--- config.mk ---
export PLATFORM = sky130hd
export DESIGN_NAME = menu_select_flat
export DESIGN_NICKNAME = d
export VERILOG_FILES = /design/src/rtl/menu_select_if.sv /design/src/rtl/menu_select.sv /design/src/flat_wrapper.sv
export SDC_FILE = /design/constraint.sdc
export NUM_CORES = 1
export LEC_CHECK = 0
export ABC_AREA = 1
export ABC_CLOCK_PERIOD_IN_PS = 1600
export BUFFER_PORTS_ARGS = -buffer_cell sky130_fd_sc_hd__buf_2
export CAP_MARGIN = 10
export CORE_MARGIN = 2
export CORE_UTILIZATION = 45
export CTS_BUF_LIST = sky130_fd_sc_hd__clkbuf_16
export CTS_CLUSTER_SIZE = 16
export DETAILED_ROUTE_END_ITERATION = 8
export GPL_TIMING_DRIVEN = 0
export PLACE_DENSITY = 0.65
export SLEW_MARGIN = 20
export SYNTH_ARGS = -nofsm -noshare
export SYNTH_HDL_FRONTEND = slang
export SYNTH_SLANG_ARGS = --single-unit
--- constraint.sdc ---
create_clock -name clk -period 1.6 [get_ports clk]
set_input_delay 0.08 -clock clk [delete_from_list [all_inputs] [get_ports clk]]
set_output_delay 0.08 -clock clk [all_outputs]
set_load 0.01 [all_outputs]
--- src/rtl/menu_select_if.sv ---
// Selection handshake between the menu selector and the game controller.
// master drives the pending selection; slave acknowledges it.
interface menu_select_if;
    logic       select_valid;
    logic [1:0] select_id;
    logic       select_ack;

    modport master (output select_valid, output select_id, input select_ack);
    modport slave  (input select_valid, input select_id, output select_ack);
endinterface

--- src/rtl/menu_select.sv ---
// Menu pointer front end: clamps/latches mouse coordinates, hit-tests the three buttons,
// debounces the left button and delivers a press/release selection. Optional macro: MENU_FRAME_LATCH_EN.
module menu_select #(
    parameter int BUTTONS_X       = 412,
    parameter int BUTTONS_W       = 200,
    parameter int BUTTONS_H       = 80,
    parameter int BUTTON1_Y       = 200,
    parameter int BUTTON2_Y       = 340,
    parameter int BUTTON3_Y       = 480,
    parameter int X_MAX           = 1023,
    parameter int Y_MAX           = 767,
    parameter int DEBOUNCE_CYCLES = 65000
) (
    input  logic          clk,
    input  logic          rst,
    input  logic          enable,
    input  logic [11:0]   mouse_x_i,
    input  logic [11:0]   mouse_y_i,
    input  logic          left_i,
    input  logic          vblnk_i,
    output logic [11:0]   mouse_x,
    output logic [11:0]   mouse_y,
    output logic [1:0]    hover,
    menu_select_if.master sel
);
    localparam int CNT_W = $clog2(DEBOUNCE_CYCLES + 1);
    localparam logic [CNT_W-1:0] CNT_LAST = CNT_W'(DEBOUNCE_CYCLES - 1);
    localparam logic [11:0] X_LIM = 12'(X_MAX);
    localparam logic [11:0] Y_LIM = 12'(Y_MAX);
    localparam logic [11:0] X_LO  = 12'(BUTTONS_X);
    localparam logic [11:0] X_HI  = 12'(BUTTONS_X + BUTTONS_W);

    localparam logic [1:0] IDLE     = 2'd0;
    localparam logic [1:0] ARMED    = 2'd1;
    localparam logic [1:0] DISARMED = 2'd2;
    localparam logic [1:0] SELECT   = 2'd3;

    logic [11:0] cx, cy;
    logic [11:0] mx_reg, my_reg;

    assign cx = (mouse_x_i > X_LIM) ? X_LIM : mouse_x_i;
    assign cy = (mouse_y_i > Y_LIM) ? Y_LIM : mouse_y_i;

`ifdef MENU_FRAME_LATCH_EN
    logic vblnk_reg;

    // Coordinates only move at the start of vertical blank, never during active video.
    always_ff @(posedge clk or negedge rst) begin
        if (!rst) begin
            vblnk_reg <= 1'b0;
            mx_reg    <= '0;
            my_reg    <= '0;
        end else begin
            vblnk_reg <= vblnk_i;
            if (vblnk_i && !vblnk_reg) begin
                mx_reg <= cx;
                my_reg <= cy;
            end
        end
    end
`else
    logic unused_vblnk;
    assign unused_vblnk = vblnk_i;

    always_ff @(posedge clk or negedge rst) begin
        if (!rst) begin
            mx_reg <= '0;
            my_reg <= '0;
        end else begin
            mx_reg <= cx;
            my_reg <= cy;
        end
    end
`endif

    assign mouse_x = mx_reg;
    assign mouse_y = my_reg;

    logic [2:0] hit;
    generate
        for (genvar gi = 0; gi < 3; gi++) begin : g_hit
            localparam int TOP = (gi == 0) ? BUTTON1_Y : ((gi == 1) ? BUTTON2_Y : BUTTON3_Y);
            assign hit[gi] = (mx_reg >= X_LO) && (mx_reg < X_HI) &&
                             (my_reg >= 12'(TOP)) && (my_reg < 12'(TOP + BUTTONS_H));
        end
    endgenerate

    logic [1:0] hover_next, hover_reg;

    // Lowest index wins if regions overlap.
    always_comb begin
        hover_next = 2'd0;
        if (hit[0])      hover_next = 2'd1;
        else if (hit[1]) hover_next = 2'd2;
        else if (hit[2]) hover_next = 2'd3;
    end

    always_ff @(posedge clk or negedge rst) begin
        if (!rst) hover_reg <= 2'd0;
        else      hover_reg <= hover_next;
    end

    assign hover = hover_reg;

    logic             sync1_reg, sync2_reg, deb_reg, press_reg, release_reg;
    logic [CNT_W-1:0] cnt_reg;

    always_ff @(posedge clk or negedge rst) begin
        if (!rst) begin
            sync1_reg   <= 1'b0;
            sync2_reg   <= 1'b0;
            deb_reg     <= 1'b0;
            press_reg   <= 1'b0;
            release_reg <= 1'b0;
            cnt_reg     <= '0;
        end else begin
            sync1_reg   <= left_i;
            sync2_reg   <= sync1_reg;
            press_reg   <= 1'b0;
            release_reg <= 1'b0;
            if (sync2_reg == deb_reg) begin
                cnt_reg <= '0;
            end else if (cnt_reg == CNT_LAST) begin
                deb_reg     <= ~deb_reg;
                cnt_reg     <= '0;
                press_reg   <= ~deb_reg;
                release_reg <= deb_reg;
            end else begin
                cnt_reg <= cnt_reg + 1'b1;
            end
        end
    end

    logic [1:0] state_reg, state_next;
    logic [1:0] k_reg, k_next;
    logic [1:0] id_reg, id_next;

    // The release compares against the registered hover, i.e. before any same-cycle latch update lands.
    always_comb begin
        state_next = state_reg;
        k_next     = k_reg;
        id_next    = id_reg;
        case (state_reg)
            IDLE: begin
                if (press_reg && enable) begin
                    if (hover_reg != 2'd0) begin
                        state_next = ARMED;
                        k_next     = hover_reg;
                    end else begin
                        state_next = DISARMED;
                    end
                end
            end
            ARMED: begin
                if (!enable) begin
                    state_next = IDLE;
                end else if (release_reg) begin
                    if (hover_reg == k_reg) begin
                        state_next = SELECT;
                        id_next    = k_reg;
                    end else begin
                        state_next = IDLE;
                    end
                end
            end
            DISARMED: begin
                if (!enable || release_reg) state_next = IDLE;
            end
            SELECT: begin
                if (sel.select_ack) state_next = IDLE;
            end
            default: state_next = IDLE;
        endcase
    end

    always_ff @(posedge clk or negedge rst) begin
        if (!rst) begin
            state_reg <= IDLE;
            k_reg     <= 2'd0;
            id_reg    <= 2'd0;
        end else begin
            state_reg <= state_next;
            k_reg     <= k_next;
            id_reg    <= id_next;
        end
    end

    assign sel.select_valid = (state_reg == SELECT);
    assign sel.select_id    = id_reg;
endmodule

--- src/flat_wrapper.sv ---
// flat-port wrapper written by rule: the top's interface ports become plain ports
module menu_select_flat 
#(
    parameter int BUTTONS_X       = 412,
    parameter int BUTTONS_W       = 200,
    parameter int BUTTONS_H       = 80,
    parameter int BUTTON1_Y       = 200,
    parameter int BUTTON2_Y       = 340,
    parameter int BUTTON3_Y       = 480,
    parameter int X_MAX           = 1023,
    parameter int Y_MAX           = 767,
    parameter int DEBOUNCE_CYCLES = 65000
)
  (clk, rst, enable, mouse_x_i, mouse_y_i, left_i, vblnk_i, mouse_x, mouse_y, hover, sel_select_valid, sel_select_id, sel_select_ack);
  menu_select_if sel_i ();
  input  logic clk;
  input  logic rst;
  input  logic enable;
  input  logic [11:0] mouse_x_i;
  input  logic [11:0] mouse_y_i;
  input  logic left_i;
  input  logic vblnk_i;
  output logic [11:0] mouse_x;
  output logic [11:0] mouse_y;
  output logic [1:0] hover;
  output wire logic [$bits(sel_i.select_valid)-1:0] sel_select_valid;
  output wire logic [$bits(sel_i.select_id)-1:0] sel_select_id;
  input wire logic [$bits(sel_i.select_ack)-1:0] sel_select_ack;
  assign sel_select_valid = sel_i.select_valid;
  assign sel_select_id = sel_i.select_id;
  assign sel_i.select_ack = sel_select_ack;
  menu_select #(.BUTTONS_X(BUTTONS_X), .BUTTONS_W(BUTTONS_W), .BUTTONS_H(BUTTONS_H), .BUTTON1_Y(BUTTON1_Y), .BUTTON2_Y(BUTTON2_Y), .BUTTON3_Y(BUTTON3_Y), .X_MAX(X_MAX), .Y_MAX(Y_MAX), .DEBOUNCE_CYCLES(DEBOUNCE_CYCLES)) u_core (.clk(clk), .rst(rst), .enable(enable), .mouse_x_i(mouse_x_i), .mouse_y_i(mouse_y_i), .left_i(left_i), .vblnk_i(vblnk_i), .mouse_x(mouse_x), .mouse_y(mouse_y), .hover(hover), .sel(sel_i));
endmodule
==> impl_metrics.ini <==
[logic_synthesis]
yosysTopAreaCell = dfrtp_1
syn_area_per_cell_um2 = 7.89
ys_seq_area_frac = 0.516
syn_area_um2 = 2570
ys_types = 25
ys_ff_latch = 53
synth.area.top_cells = dfrtp_1, nand2_1, nor2_1, inv_1, nand3_1
synth_compound_area_frac = 0.0331
synth_top_family_by_area = simple AND/OR/NAND/NOR gates
synth_xor_area_frac = 0.0238
synth_top_cell_area_share = 0.516
synth_fa_ha_area_frac = 0.00487
yosys.area_share.simple = 0.351
syn_inst = 326
muxShareOfSynthArea = 0
yosysWarnings = 0

[timing]
hold_viol_final = 0
drv_slew = 0
finalSetupViolations = 0
fin_crit_ns = 1.39
whs_ns = 0.00720
tightest_slew_ns = 0.643
setup_tns_ns = 0
max_freq_ghz = 0.718
grt_setup_unrepaired = no
slew_headroom = 0.572
timing.clock.skew_ns = 0.00508
post-route-period-util = 0.870

[die]
die_area_um2 = 6330
initial_utilization = 0.467
dieWidth_um = 79.6
fp.dieH_um = 79.6
fp.coreArea_um2 = 5510
num_rows = 27
ios = 59

[detailed_routing]
wl_met1_mm = 2.34
drtPass1Iterations = 5
drc_errors = 0
ant_nets = 0
dr_wl_met2_mm = 2.54
viasPerCell = 4.63
wl_per_cell_um = 10.7
met3_wirelength_um = 245
vias = 2251
top_layer = met4
drt_iter0_markers = 150
wl_mm = 5.19

[clocking]
clock_sinks = 53
cts_buffer_depth = 2
clk_latency_ns = 0.29
cts_buffers = 5
htreeDepth = 2
cts_tree = built
post-cts-setup-buffers = 0
root_buffer = clkbuf_16
cts_resized = 0
clk_pin_slew_ns = 0.07

[layout]
n_antenna_cell = 0
final_common_cell = nand2_1
drive_gt1_frac = 0.217
final_cell_mix = nand2_1, nor2_1, buf_2
synthToLayoutAreaGrowth_pct = 30.3
largest_reg_flops = 16
nNetsFinal = 444

[critical_path]
critPathTopFamily = simple AND/OR/NAND/NOR gates
crit_top_cell = nand2_1
cpPeakStageDelay_ns = 0.38
path_buf_inv = 1
path_class = register to register
cp_cell_sequence = ha_1, nand2_1, nor2_2, nand2_1, inv_1, nand4_1, nand2_1, nor2_1
startpoint_type = register
arrival_ns = 1.57
critPathCaptureType = register
cp_data_required_time_ns = 1.78
critPathMaxFanout = 4
critPathSlowestCell = dfrtp_1

[power]
comb_power_share = 0.097
power_switching_share = 0.213
peakVddDrop_mv = 0.629
p_switching_w = 0.000652
powerDensity_nw_per_um2 = 916
p_int_w = 0.00242
seq_power_share = 0.463
clkPwrFrac = 0.440
leakage_nw = 1.63

[run_status]
status = complete, no violations

[grt]
groute.usage.overall = 0.182
grt_overflow_total = 0
antenna_found_initial = 0
grt_max_degree = 54
grt_pass1_wl_mm = 9.06
first_global_vias = 2143

[place]
post-dp-hpwl_mm = 3.69
io_buffers = 57
gp_congestion = 0.852

[worst_hold_path]
hp-class = input pin to register

[run]
maxCapViolations = 0
[cell usage after synthesis]
library cell,instances
nand2_1,87
nor2_1,56
dfrtp_1,53
inv_1,47
nand3_1,20
or2_2,10
nand4_1,9
nand2_2,5
nor2_2,5
a21oi_1,4
o21ai_0,4
xor2_1,4
nand3b_1,3
nor3_1,3
xnor2_1,3
nor2_4,2
nor4_1,2
o21ai_1,2
a211o_1,1
conb_1,1
ha_1,1
inv_2,1
nand2_4,1
o21bai_1,1
o21bai_4,1
[what timing repair did]
action                                  in CTS  in global routing
endpoints found under the setup margin       0                  0
hold endpoints to repair                    72                  0
hold buffers                                20                  0
[worst register-to-register path, delay by kind of cell, from the launching register on]
kind / cells / cell delay (ns)
adder cells (fa/ha/maj): 1 / 0.20
buffers and inverters: 1 / 0.10
flip-flops: 1 / 0.38
AND/OR/NAND/NOR: 6 / 0.61
[per-layer routing]
metal  up-vias  GRT usage
li1       1173          -
met1      1028      0.224
met2        45      0.313
met3         5     0.0520
met4         0     0.0517
met5         -          0
[cells by family after synthesis]
| group | count (synthesis) |
|---|---|
| and+or+nand+nor | 203 |
| DFF | 53 |
| buffers and inverters | 48 |
| AOI/OAI and AO/OA | 13 |
| xor gates and xnor gates | 7 |
| adders and majority gates | 1 |
| other | 1 |
[stage by stage]
stage | util | area, um^2 | total power, W | instances | worst slack (ns)
after global placement | 0.537 | 2960 | 0.00171 | 458 | 0.221
after CTS | 0.608 | 3350 | 0.00311 | 486 | 0.199
after floorplan | - | 2580 | 0.00160 | 329 | 0.331
after global routing | 0.608 | 3350 | 0.00323 | 486 | 0.0572
final | 0.608 | 3350 | 0.00307 | 486 | 0.207
after detailed placement | 0.538 | 2960 | 0.00171 | 458 | 0.215
[power groups by stage]
stage / registers, W / clock network (W) / logic, W
2_1_floorplan: 0.00145 / 0 / 0.000145
3_3_place_gp: 0.00145 / 0 / 0.000263
3_5_place_dp: 0.00145 / 0 / 0.000264
4_1_cts: 0.00142 / 0.00139 / 0.000303
5_1_grt: 0.00143 / 0.00146 / 0.000344
6_report: 0.00142 / 0.00135 / 0.000298
[final timing paths]
| kind | startpoint | to | slack (ns) | cells after the start |
|---|---|---|---|---|
| min reg2reg | u_core.sync1_reg | u_core.sync2_reg | 0.35 | 0 |
| max reg2reg | u_core.cnt_reg[0] | u_core.cnt_reg[10] | 0.21 | 8 |
| max | u_core.cnt_reg[0] | u_core.cnt_reg[10] | 0.21 | 8 |
| max in group asynchronous | rst | u_core.cnt_reg[12] | 0.81 | 2 |
| min | mouse_y_i[8] | u_core.mouse_y[8] | 0.007 | 3 |
| min in group asynchronous | rst | u_core.state_reg[0] | 0.35 | 2 |
[area by class of cell]
type | instances | area, um^2
tap | 72 | 90.1
sequential | 53 | 1330
timing repair buffer | 77 | 488
clock buffer | 5 | 125
clock inverter | 3 | 65.1
multi-input combinational | 228 | 1080
inverter | 48 | 180
fill | 497 | 2160
Note: power is estimated with default switching activity, not from simulation.
